[src/rtl/s2p_pkg.sv]
// rtl/s2p_pkg.sv - shared types and width helpers for the serial-to-parallel frame deserialiser
package s2p_pkg;

  typedef enum logic {
    LSB_FIRST = 1'b0,
    MSB_FIRST = 1'b1
  } bit_order_e;

  // Counter width for a modulo-n counter; never narrower than one bit.
  function automatic int cnt_w(input int n);
    return (n > 1) ? $clog2(n) : 1;
  endfunction

  localparam int DEF_BITS_ADC = 12;
  localparam int DEF_NUM_CH   = 32;
  localparam int BIT_CNT_W    = cnt_w(DEF_BITS_ADC);
  localparam int CH_CNT_W     = cnt_w(DEF_NUM_CH);

endpackage

[src/rtl/s2p_shift_unit.sv]
// rtl/s2p_shift_unit.sv - word shift buffer, bit counter and bit-order latch
module s2p_shift_unit
  import s2p_pkg::*;
#(
  parameter int BITS_ADC = 12
) (
  input  logic                clk,
  input  logic                rst_n,
  input  logic                i_s_data,
  input  logic                i_data_valid,
  input  logic                i_msb_first,
  input  logic                i_ch_zero,
  output logic [BITS_ADC-1:0] o_word,
  output logic                o_word_done,
  output logic                o_mid_word
);

  localparam int              BCW      = cnt_w(BITS_ADC);
  localparam logic [BCW-1:0]  LAST_BIT = BCW'(BITS_ADC - 1);

  logic [BITS_ADC-1:0] r_buf;
  logic [BITS_ADC-1:0] w_buf_nxt;
  logic [BCW-1:0]      r_bit_cnt;
  bit_order_e          r_mode;
  bit_order_e          w_mode;
  logic                w_shift;

  // The first bit of a frame already uses the freshly sampled order.
  always_comb begin
    w_shift   = !i_data_valid;
    w_mode    = r_mode;
    w_buf_nxt = r_buf;
    if (r_bit_cnt == '0 && i_ch_zero) begin
      w_mode = bit_order_e'(i_msb_first);
    end
    if (w_shift) begin
      if (w_mode == MSB_FIRST) begin
        w_buf_nxt = {r_buf[BITS_ADC-2:0], i_s_data};
      end else begin
        w_buf_nxt = {i_s_data, r_buf[BITS_ADC-1:1]};
      end
    end
  end

  assign o_word      = w_buf_nxt;
  assign o_word_done = w_shift && (r_bit_cnt == LAST_BIT);
  assign o_mid_word  = (r_bit_cnt != '0);

  always_ff @(posedge clk) begin
    if (!rst_n) begin
      r_buf     <= '0;
      r_bit_cnt <= '0;
      r_mode    <= LSB_FIRST;
    end else if (w_shift) begin
      r_buf     <= w_buf_nxt;
      r_mode    <= w_mode;
      r_bit_cnt <= o_word_done ? '0 : r_bit_cnt + 1'b1;
    end else begin
      r_bit_cnt <= '0;
    end
  end

endmodule

[src/rtl/s2p_frame_deser.sv]
// rtl/s2p_frame_deser.sv - framed serial-to-parallel ADC deserialiser with atomic frame publish
module s2p_frame_deser
  import s2p_pkg::*;
#(
  parameter int BITS_ADC = 12,
  parameter int NUM_CH   = 32,
  parameter int ERR_W    = 8
) (
  input  logic                       clk,
  input  logic                       rst_n,
  input  logic                       s_data,
  input  logic                       data_valid,
  input  logic                       msb_first,
  output logic                       word_valid,
  output logic [BITS_ADC-1:0]        word_data,
  output logic [$clog2(NUM_CH)-1:0]  word_ch,
  output logic                       frame_done,
  output logic                       frame_err,
  output logic [ERR_W-1:0]           err_cnt,
  output logic [NUM_CH*BITS_ADC-1:0] data_out
);

  localparam int             CCW     = $clog2(NUM_CH);
  localparam logic [CCW-1:0] LAST_CH = CCW'(NUM_CH - 1);

  logic [BITS_ADC-1:0]        w_word;
  logic                       w_word_done;
  logic                       w_mid_word;
  logic                       w_ch_zero;
  logic                       w_last_ch;
  logic                       w_abort;

  logic [CCW-1:0]             r_ch_cnt;
  logic [BITS_ADC-1:0]        r_shadow [NUM_CH];
  logic                       r_word_valid;
  logic [BITS_ADC-1:0]        r_word_data;
  logic [CCW-1:0]             r_word_ch;
  logic                       r_frame_done;
  logic                       r_frame_err;
  logic [ERR_W-1:0]           r_err_cnt;
  logic [NUM_CH*BITS_ADC-1:0] r_data_out;

  s2p_shift_unit #(
    .BITS_ADC (BITS_ADC)
  ) u_shift (
    .clk          (clk),
    .rst_n        (rst_n),
    .i_s_data     (s_data),
    .i_data_valid (data_valid),
    .i_msb_first  (msb_first),
    .i_ch_zero    (w_ch_zero),
    .o_word       (w_word),
    .o_word_done  (w_word_done),
    .o_mid_word   (w_mid_word)
  );

  assign w_ch_zero = (r_ch_cnt == '0);
  assign w_last_ch = (r_ch_cnt == LAST_CH);
  // Enable dropping at a word boundary with ch 0 is plain idle, not an abort.
  assign w_abort   = data_valid && (w_mid_word || !w_ch_zero);

  always_ff @(posedge clk) begin
    if (!rst_n) begin
      r_ch_cnt     <= '0;
      r_word_valid <= 1'b0;
      r_word_data  <= '0;
      r_word_ch    <= '0;
      r_frame_done <= 1'b0;
      r_frame_err  <= 1'b0;
      r_err_cnt    <= '0;
      r_data_out   <= '0;
      for (int k = 0; k < NUM_CH; k++) begin
        r_shadow[k] <= '0;
      end
    end else begin
      r_word_valid <= 1'b0;
      r_frame_done <= 1'b0;
      r_frame_err  <= 1'b0;
      if (w_word_done) begin
        r_word_valid       <= 1'b1;
        r_word_data        <= w_word;
        r_word_ch          <= r_ch_cnt;
        r_shadow[r_ch_cnt] <= w_word;
        if (w_last_ch) begin
          r_ch_cnt     <= '0;
          r_frame_done <= 1'b1;
          // Shadow slot of the last channel is not written yet; take it from the new word.
          for (int k = 0; k < NUM_CH - 1; k++) begin
            r_data_out[k*BITS_ADC +: BITS_ADC] <= r_shadow[k];
          end
          r_data_out[(NUM_CH-1)*BITS_ADC +: BITS_ADC] <= w_word;
        end else begin
          r_ch_cnt <= r_ch_cnt + 1'b1;
        end
      end else if (w_abort) begin
        r_ch_cnt    <= '0;
        r_frame_err <= 1'b1;
        if (r_err_cnt != '1) begin
          r_err_cnt <= r_err_cnt + 1'b1;
        end
      end
    end
  end

  assign word_valid = r_word_valid;
  assign word_data  = r_word_data;
  assign word_ch    = r_word_ch;
  assign frame_done = r_frame_done;
  assign frame_err  = r_frame_err;
  assign err_cnt    = r_err_cnt;
  assign data_out   = r_data_out;

endmodule
[config.mk]
export PLATFORM = sky130hd
export DESIGN_NAME = s2p_frame_deser
export DESIGN_NICKNAME = d
export VERILOG_FILES = /design/src/rtl/s2p_pkg.sv /design/src/rtl/s2p_shift_unit.sv /design/src/rtl/s2p_frame_deser.sv
export SDC_FILE = /design/constraint.sdc
export NUM_CORES = 1
export LEC_CHECK = 0
export CORE_MARGIN = 1.5
export CORE_UTILIZATION = 25
export CTS_CLUSTER_SIZE = 28
export DETAILED_ROUTE_END_ITERATION = 8
export HOLD_SLACK_MARGIN = 0.12
export SLEW_MARGIN = 20
export SYNTH_ARGS = -nofsm -noshare
export SYNTH_HDL_FRONTEND = slang
export SYNTH_SLANG_ARGS = --single-unit
[constraint.sdc]
create_clock -name clk -period 3.1 [get_ports clk]
set_clock_uncertainty 0.1 [all_clocks]
set_input_delay 0.31 -clock clk [delete_from_list [all_inputs] [get_ports clk]]
set_output_delay 0.31 -clock clk [all_outputs]
set_load 0.02 [all_outputs]
# Word level (Yosys, flattened, before mapping)
# Memories as Yosys holds them, arrays and structs flattened. A register that Yosys moved wholly into a read port is not among the register bits.
# Index checks and enable logic that the tools add are counted.
# Widths: inputs -> output; s select.
# op_classes
n_addsub,3
multipliers,0
div_mod_pow,0
magnitude_cmp,0
n_eq_ne,3
shift,0
n_mux,15
n_bitwise,2
n_reduce_logical,47
# ops
operator,count
$mux 12,3
$logic_not 1->1,33
$mux 5,4
$reduce_or 12->1,1
$add 8x1->8 const B,1
$mux 1,8
$ne 8x8->1 const B,1
$add 5x1->5 const B,1
$eq 5x5->1 const B,1
$logic_not 5->1,1
$add 4x1->4 const B,1
$eq 4x4->1 const B,1
$logic_not 4->1,1
$reduce_and 2->1,2
$reduce_bool 4->1,1
$logic_and 1x1->1,3
$reduce_and 3->1,1
$reduce_or 3->1,1
$not 1->1,2
$reduce_bool 2->1,1
$reduce_or 2->1,1
$logic_or 1x1->1,1
# totals
regBits,434
latchBits,0
mem_bits_rw,384
rom_bits,0
output_inout_bits,412
word_cells,82
n_memories,1
# mem_list
memory,words,width,read_ports,rd_clocked_by_memory_dff,write_ports,line,source
r_shadow,32,12,31,31,32,s2p_frame_deser.sv:34,logic [BITS_ADC-1:0] r_shadow [NUM_CH];

# Longest topological paths before layout
# Gate-level depths: netlist (run 1).
# logic_depth
ltp_word,7
mapped_depth,10
mapped_depth_nobuf,7

# Cells and area by module
# From an unflattened synthesis (run 1), not the netlist that was laid out.
# hier_totals
hier_cells,2823
hier_area_um2,29540.8
# by_module_without_submodules
module,instances,cells_per_inst,area_each_um2
s2p_frame_deser,1,2712,28612.4
s2p_shift_unit,1,111,928.4

# Worst setup path after synthesis (run 1)
# OpenSTA, ideal clock, no wires.
# synth_path
kind,reg-to-reg
startpoint,register u_shift.r_bit_cnt[0]
endpoint,memory r_shadow[1][0] (enable)
arrival_ns,1.796
required_ns,2.650
path_slack_ns,0.854
path_stages_with_launch,9
path_buffers,3
synth_period_minus_slack_ns,2.246
cell_sequence,dfxtp_1 > ha_1 > and4bb_1 > buf_2 > and3_1 > buf_2 > nand2_1 > buf_2 > nand2_1
# synth_rtl
element,line,source
"start, declared",s2p_shift_unit.sv:23,logic [BCW-1:0] r_bit_cnt;
"start signal, assigned",s2p_shift_unit.sv:57,r_bit_cnt <= o_word_done ? '0 : r_bit_cnt + 1'b1;
"end, declared",s2p_frame_deser.sv:34,

==> results of run 1 <==
## critical path, stage by stage, from the launching register on
cell	delay [ps]
dfxtp_1	370
inv_1	120
ha_1	240
nand4bb_2	260
buf_4	290
nor4_4	260
a221o_4	560
nor2_1	90
## area by class of cell
class	count	share of cell area (%)
sequential	806	51.2
multi-input combinational	1813	21.6
timing repair buffer	553	14.2
clock buffer	117	6.52
tap	1524	4.92
clock inverter	54	1.37
inverter	21	0.223
## cells by family (layout without fill, tap and decap cells)
family	Yosys count	in the layout	share of synthesized area (%)
AND/OR/NAND/NOR	1341	1341	19.2
flip-flops	806	806	67.3
AO/OA/AOI/OAI	460	460	8.60
buffers and inverters	251	745	4.40
adder cells (fa/ha/maj)	8	8	0.339
multiplexers	4	4	0.136
## state kept, by name (all words and copies together), names as in the netlist, 4 cells and up
signal / flops
r_ch_cnt: 5
word_ch: 5
r_shadow: 372
data_out: 384
word_data: 12
u_shift.r_buf: 12
err_cnt: 8
u_shift.r_bit_cnt: 4
## worst paths after layout
check	startpoint	end	slack, ps	cells after the start
worst max-delay path	r_ch_cnt[0]$_SDFFE_PN0P_	r_shadow[10][6]$_SDFFCE_PN0P_	480	7
worst min register to register	data_out[138]$_SDFFE_PN0P_	data_out[138]$_SDFFE_PN0P_	350	2
worst max register to register	r_ch_cnt[0]$_SDFFE_PN0P_	r_shadow[10][6]$_SDFFCE_PN0P_	480	7
worst min-delay path	s_data	u_shift.r_buf[11]$_SDFFE_PN0N_	290	3
## cells in the final DEF (no fill, tap or decap), drive strengths merged, types with 33 or more instances in the layout
cell           instances
edfxtp               372
clkbuf               117
clkinv                39
nand3                 33
dfxtp                434
nor3                  39
nor2                 372
nand2                836
a21oi                388
clkdlybuf4s50        415
buf                  137
## power breakdown
| group | internal [mW] | leakage [nW] | switching (mW) |
|---|---|---|---|
| sequential | 11.4 | 7.07 | 0.124 |
| combinational | 0.237 | 4.30 | 0.816 |
| clock | 6.26 | 1.52 | 4.67 |
## per-layer routing
layer / vias up / share of wire (%)
li1: 10400 / -
met1: 10700 / 45
met2: 712 / 44
met3: 165 / 7.5
met4: 4 / 3.3
met5: - / 0.022
==> results.md, run 1 <==
- Util after Layout: approximately 33%
- Max-cap violation count: 0
- Status: completed
- Post-Synthesis Cells: about 2900
- Required @ worst endpoint: between 3000 and 4000 ps
- Met3 Use GR: ~4.5%
- Worst Setup Path Type: reg2reg
- Gr ovfl total: 0
- Syn Area/Cell: between 10 and 15 um^2
- Die Ht: about 350 um
- Initial antenna violation count: 2
- Multi-input gate area: 8360 um^2
- Final WS setup: 477 ps
- Final Cell Area: between 30000 and 40000 um^2
- Finish-stage setup viols: 0
- WP data arrival: just under 3000 ps
- Setup WS pre-CTS: between 150 and 200 ps
- Crit path capture type: flop
- Vias: around 22000
- Placed Area: 35700 um^2
- Count of different cell masters after synthesis: 53
- Total GRT Usage: ~17%
- First-pass GRT wire length: roughly 150 mm
- Post-synth EDFFs: approximately 370
- Area Growth Syn to Fin: 31.5%
- FF/Latch Area: around 20000 um^2
- Pwr Total: 23.5 mW
- 1st-pass router iterations: 5
- Reg clk slew, reported paths: roughly 60 ps
- Largest net degree at the start of global routing: roughly 230
- Cts repair resizes: 0
- Antenna fix cells: 0
- GRT met2 Usage: about 25%
- Met1 GRT Util: 22.5%
- Area leader, netlist: edfxtp_1
- Worst slew pin tran: 895 ps
- Fin. Hold Viols: 0
- Unrepaired setup endpoints after global routing: false
- Max clock buf depth: 3
- Clk sink count: around 810
- I/O pins: ~420
- Leakage: roughly 13 nW
- Final Non-Filler Cells: between 4000 and 5000
- Std-Cell Core Area: between 100000 and 150000 um^2
- Hold Path Class: in2reg
- Top cell type's share of synthesized area: approximately 38%
- Most common cell in the netlist: nand2_1
- Predominant post-synthesis flop cell: dfxtp_1
- Period minus WS final: between 2000 and 3000 ps
- Share of cells above drive strength 1: 11.7%
- Top cells by area, synth: edfxtp_1 (38%), dfxtp_1 (29%), nand2_1 (11%)
- Final WL: 102 mm
- CTS Hold Bufs: 1
- Num CTS Buffers: roughly 90
- Post-Synthesis Net Count: a little under 3000
- Nets@finish: around 3300
- Die area: 120000 um^2
- Top cells by count, synth: nand2_1 (835), dfxtp_1 (434), a21oi_1 (387)
- Hold_ws: between 200 and 300 ps
- Antenna Nets Post-Route: 0
- TNS Setup: 0 ps
- FP Rows: around 130
- Asr flop ratio synth: 0%
- Register area share after synthesis: roughly two thirds
- CTS tree: built
- Root Buffer: clkbuf_16
- Worst slew margin: between 40 and 50%
- Crit path max fanout: 24
- Fmax: between 300 and 400 MHz
- Placer Congestion: between 0.7 and 0.8
- Clock latency on the worst-skew pair: 680 ps
- Max-slew violations: 0
- Peak VDD IR: about 0.00038 V
- Pwr Density: 605 nW/um^2
- Period utilisation layout: 84.6%
- # DRC: 0
- Setup crit start kind: flop
- Die width: ~350 um
- #FFs+latches synth: 806
- Post-CTS setup repair buffer count: 0
- Placed Cells: 4715
- Vias in the first global route: between 20000 and 25000
- Post-Syn Area: a little under 30000 um^2
- Fillers: between 10000 and 15000
- Global route hottest layer: met2
- Avg WL per Cell: 20.9 um
- IO buf count: 416
- Post-DP HPWL: 68.0 mm
- H-tree lvl count: 3
- Initial core utilization: about a quarter
- Synth Warn #: 0
- DRT iter0 DRCs: 1795
- Via density per instance: roughly 4.5
Power figures use the tool's default switching activity.
==> run 2, diff against run 1 <==
==> constraint.sdc (replaced) <==
create_clock -name clk -period 2.4 [get_ports clk]
set_clock_uncertainty 0.1 [all_clocks]
set_input_delay 0.24 -clock clk [delete_from_list [all_inputs] [get_ports clk]]
set_output_delay 0.24 -clock clk [all_outputs]
set_load 0.02 [all_outputs]
==> results.md, run 2 (synthesis gave the netlist of run 1 again) <==
- Root Buffer: clkbuf_16
- Fmax: 428 MHz (+12%)
- Crit path max fanout: 18 (-25%)
- Placed Area: 37000 um^2 (+3.7%)
- Vias: 22100 (+0.59%)
- Max-cap violation count: 0 (unchanged)
- DRT iter0 DRCs: 1806 (+0.61%)
- Final Non-Filler Cells: 4969 (+1.7%)
- Max FFs per register: 384 (unchanged)
- Initial core utilization: 25.3% (unchanged)
- Worst slew margin: 24.0% (-16 points)
- Period utilisation layout: 97.3% (+13 points)
- FF-to-FF setup slack: 60 ps (-410 ps)
- Gr ovfl total: 0 (unchanged)
- # DRC: 0 (unchanged)
- Fin. Hold Viols: 0 (unchanged)
- Hold Path End: u_shift.r_buf[11]$_SDFFE_PN0N_
- H-tree lvl count: 3 (unchanged)
- Status: completed
- WP data arrival: 2650 ps (-250 ps)
- Leading cell type in the layout, fill and taps excluded: nand2_1
- Setup WS pre-CTS: -378 ps (-548 ps)
- Leakage: 13.5 nW (+4.9%)
- Largest net degree at the start of global routing: 224 (-3.4%)
- Final Cell Area: 40200 um^2 (+3.6%)
- Total GRT Usage: 16.5% (-0.052 points)
- Die width: 347 um (unchanged)
- 1st-pass router iterations: 5 (unchanged)
- Via density per instance: 4.45 (-1.0%)
- Pwr Density: 760 nW/um^2 (+26%)
- FP Rows: 125 (unchanged)
- Clock latency on the worst-skew pair: 690 ps (about the same)
- Final WL: 102 mm (about the same)
- Hold wc startpoint: s_data
- Final WS setup: 63.8 ps (-413 ps)
- Clk sink count: 806 (unchanged)
- TNS Setup: 0 ps (unchanged)
- Antenna Nets Post-Route: 0 (unchanged)
- Placer Congestion: 0.806 (+5.2%)
- Die area: 120000 um^2 (unchanged)
- Hold path cells: 3 (unchanged)
- Std-Cell Core Area: 117000 um^2 (unchanged)
- Area Growth Syn to Fin: 36.3%
- Placed Cells: 4791 (+1.6%)
- Post-DP HPWL: 69.5 mm (+2.2%)
- Avg WL per Cell: 20.6 um (-1.7%)
- Reg2reg end: r_shadow[3][3]$_SDFFCE_PN0P_
- CTS tree: built
- Crit path capture type: flop
- Setup crit start kind: flop
- Peak VDD IR: 0.000475 V (+25%)
- Max-slew violations: 0 (unchanged)
- Commonest non-fill, non-tap cells in the layout: nand2_1 (834), dfxtp_1 (434), clkdlybuf4s50_1 (415)
- Num CTS Buffers: 90 (-1.1%)
- Max clock buf depth: 3 (unchanged)
- FF-to-FF Start: r_ch_cnt[4]$_SDFFE_PN0P_
- Required @ worst endpoint: 2720 ps (-650 ps)
- Finish-stage setup viols: 0 (unchanged)
- R2R depth: 5 (-2)
- Reg clk slew, reported paths: 70 ps (about the same)
- Hold Path Class: in2reg
- Period minus WS final: 2340 ps (-287 ps)
- First-pass GRT wire length: 146 mm (+0.26%)
- Share of cells above drive strength 1: 13.9% (+2.2 points)
- IO buf count: 416 (unchanged)
- Worst slew pin tran: 1140 ps (+245 ps)
- Initial antenna violation count: 3 (+1)
- Nets@finish: 3379 (+2.4%)
- Worst Setup Path Type: reg2reg
- Unrepaired setup endpoints after global routing: false
- I/O pins: 417 (unchanged)
- Vias in the first global route: 21400 (+0.94%)
- Die Ht: 347 um (unchanged)
## run 2: layout make-up
type | instances | area [um^2]
Timing Repair Buffer | 634 | 6890
Inverter | 21 | 86.3
Multi-Input combinational cell | 1813 | 8410
Clock inverter | 43 | 440
Clock buffer | 127 | 2610
Sequential cell | 806 | 19900
Fill cell | 11700 | 76500
Tap cell | 1524 | 1910
Antenna cell | 1 | 2.50
## run 2: worst max path at each step
| stage | start | end | slack (ps) |
|---|---|---|---|
| after floorplan | u_shift.r_bit_cnt[0]$_SDFF_PP0_ | r_shadow[1][0]$_SDFFCE_PN0P_ | 150 |
| after global placement | data_valid | r_shadow[16][11]$_SDFFCE_PN0P_ | -300 |
| after detailed placement | data_valid | r_shadow[16][11]$_SDFFCE_PN0P_ | -380 |
| after CTS | r_ch_cnt[0]$_SDFFE_PN0P_ | r_shadow[0][6]$_SDFFCE_PN0P_ | 2 |
| after global routing | r_ch_cnt[4]$_SDFFE_PN0P_ | u_shift.r_buf[5]$_SDFFE_PN0N_ | 10 |
| final | r_ch_cnt[4]$_SDFFE_PN0P_ | r_shadow[3][3]$_SDFFCE_PN0P_ | 60 |
## run 2: layer usage
metal / vias up / track usage [%] / part of all wire, %
met5: - / 0 / 0.013
met4: 2 / 4.60 / 2.4
met3: 139 / 4.53 / 7.4
met2: 642 / 26.3 / 46
met1: 10800 / 21.9 / 44
li1: 10600 / - / -
## run 2: power by group
part           switching [mW]  internal, mW
sequential              0.144          14.7
combinational            1.16         0.556
clock                    5.95          8.10
total                    7.25          23.3
## run 2: worst max-delay path, cell delays in order (launching register included)
cell and delay [ps]:
dfxtp_1 310, or3_1 540, nor4_1 520, a221o_2 260, buf_12 230, nor2_2 40
## run 2: metrics by stage
stage,hold slack [ps],total power [mW],utilization [%]
after floorplan,287,15.8,-
after global placement,341,16.8,31.7
after detailed placement,347,16.8,31.7
after CTS,165,30.9,34.4
after global routing,233,31.5,34.5
final,218,30.6,34.5
## run 2: timing repair
| item | in CTS | in global routing |
|---|---|---|
| endpoints found under the hold margin | 18 | 0 |
| setup endpoints to repair | 163 | 425 |
| buffers inserted | 0 | 5 |
| resized for setup | 4 | 8 |
| hold buffers | 1 | 0 |
| gates cloned | 0 | 1 |
| pin swaps | 1 | 3 |
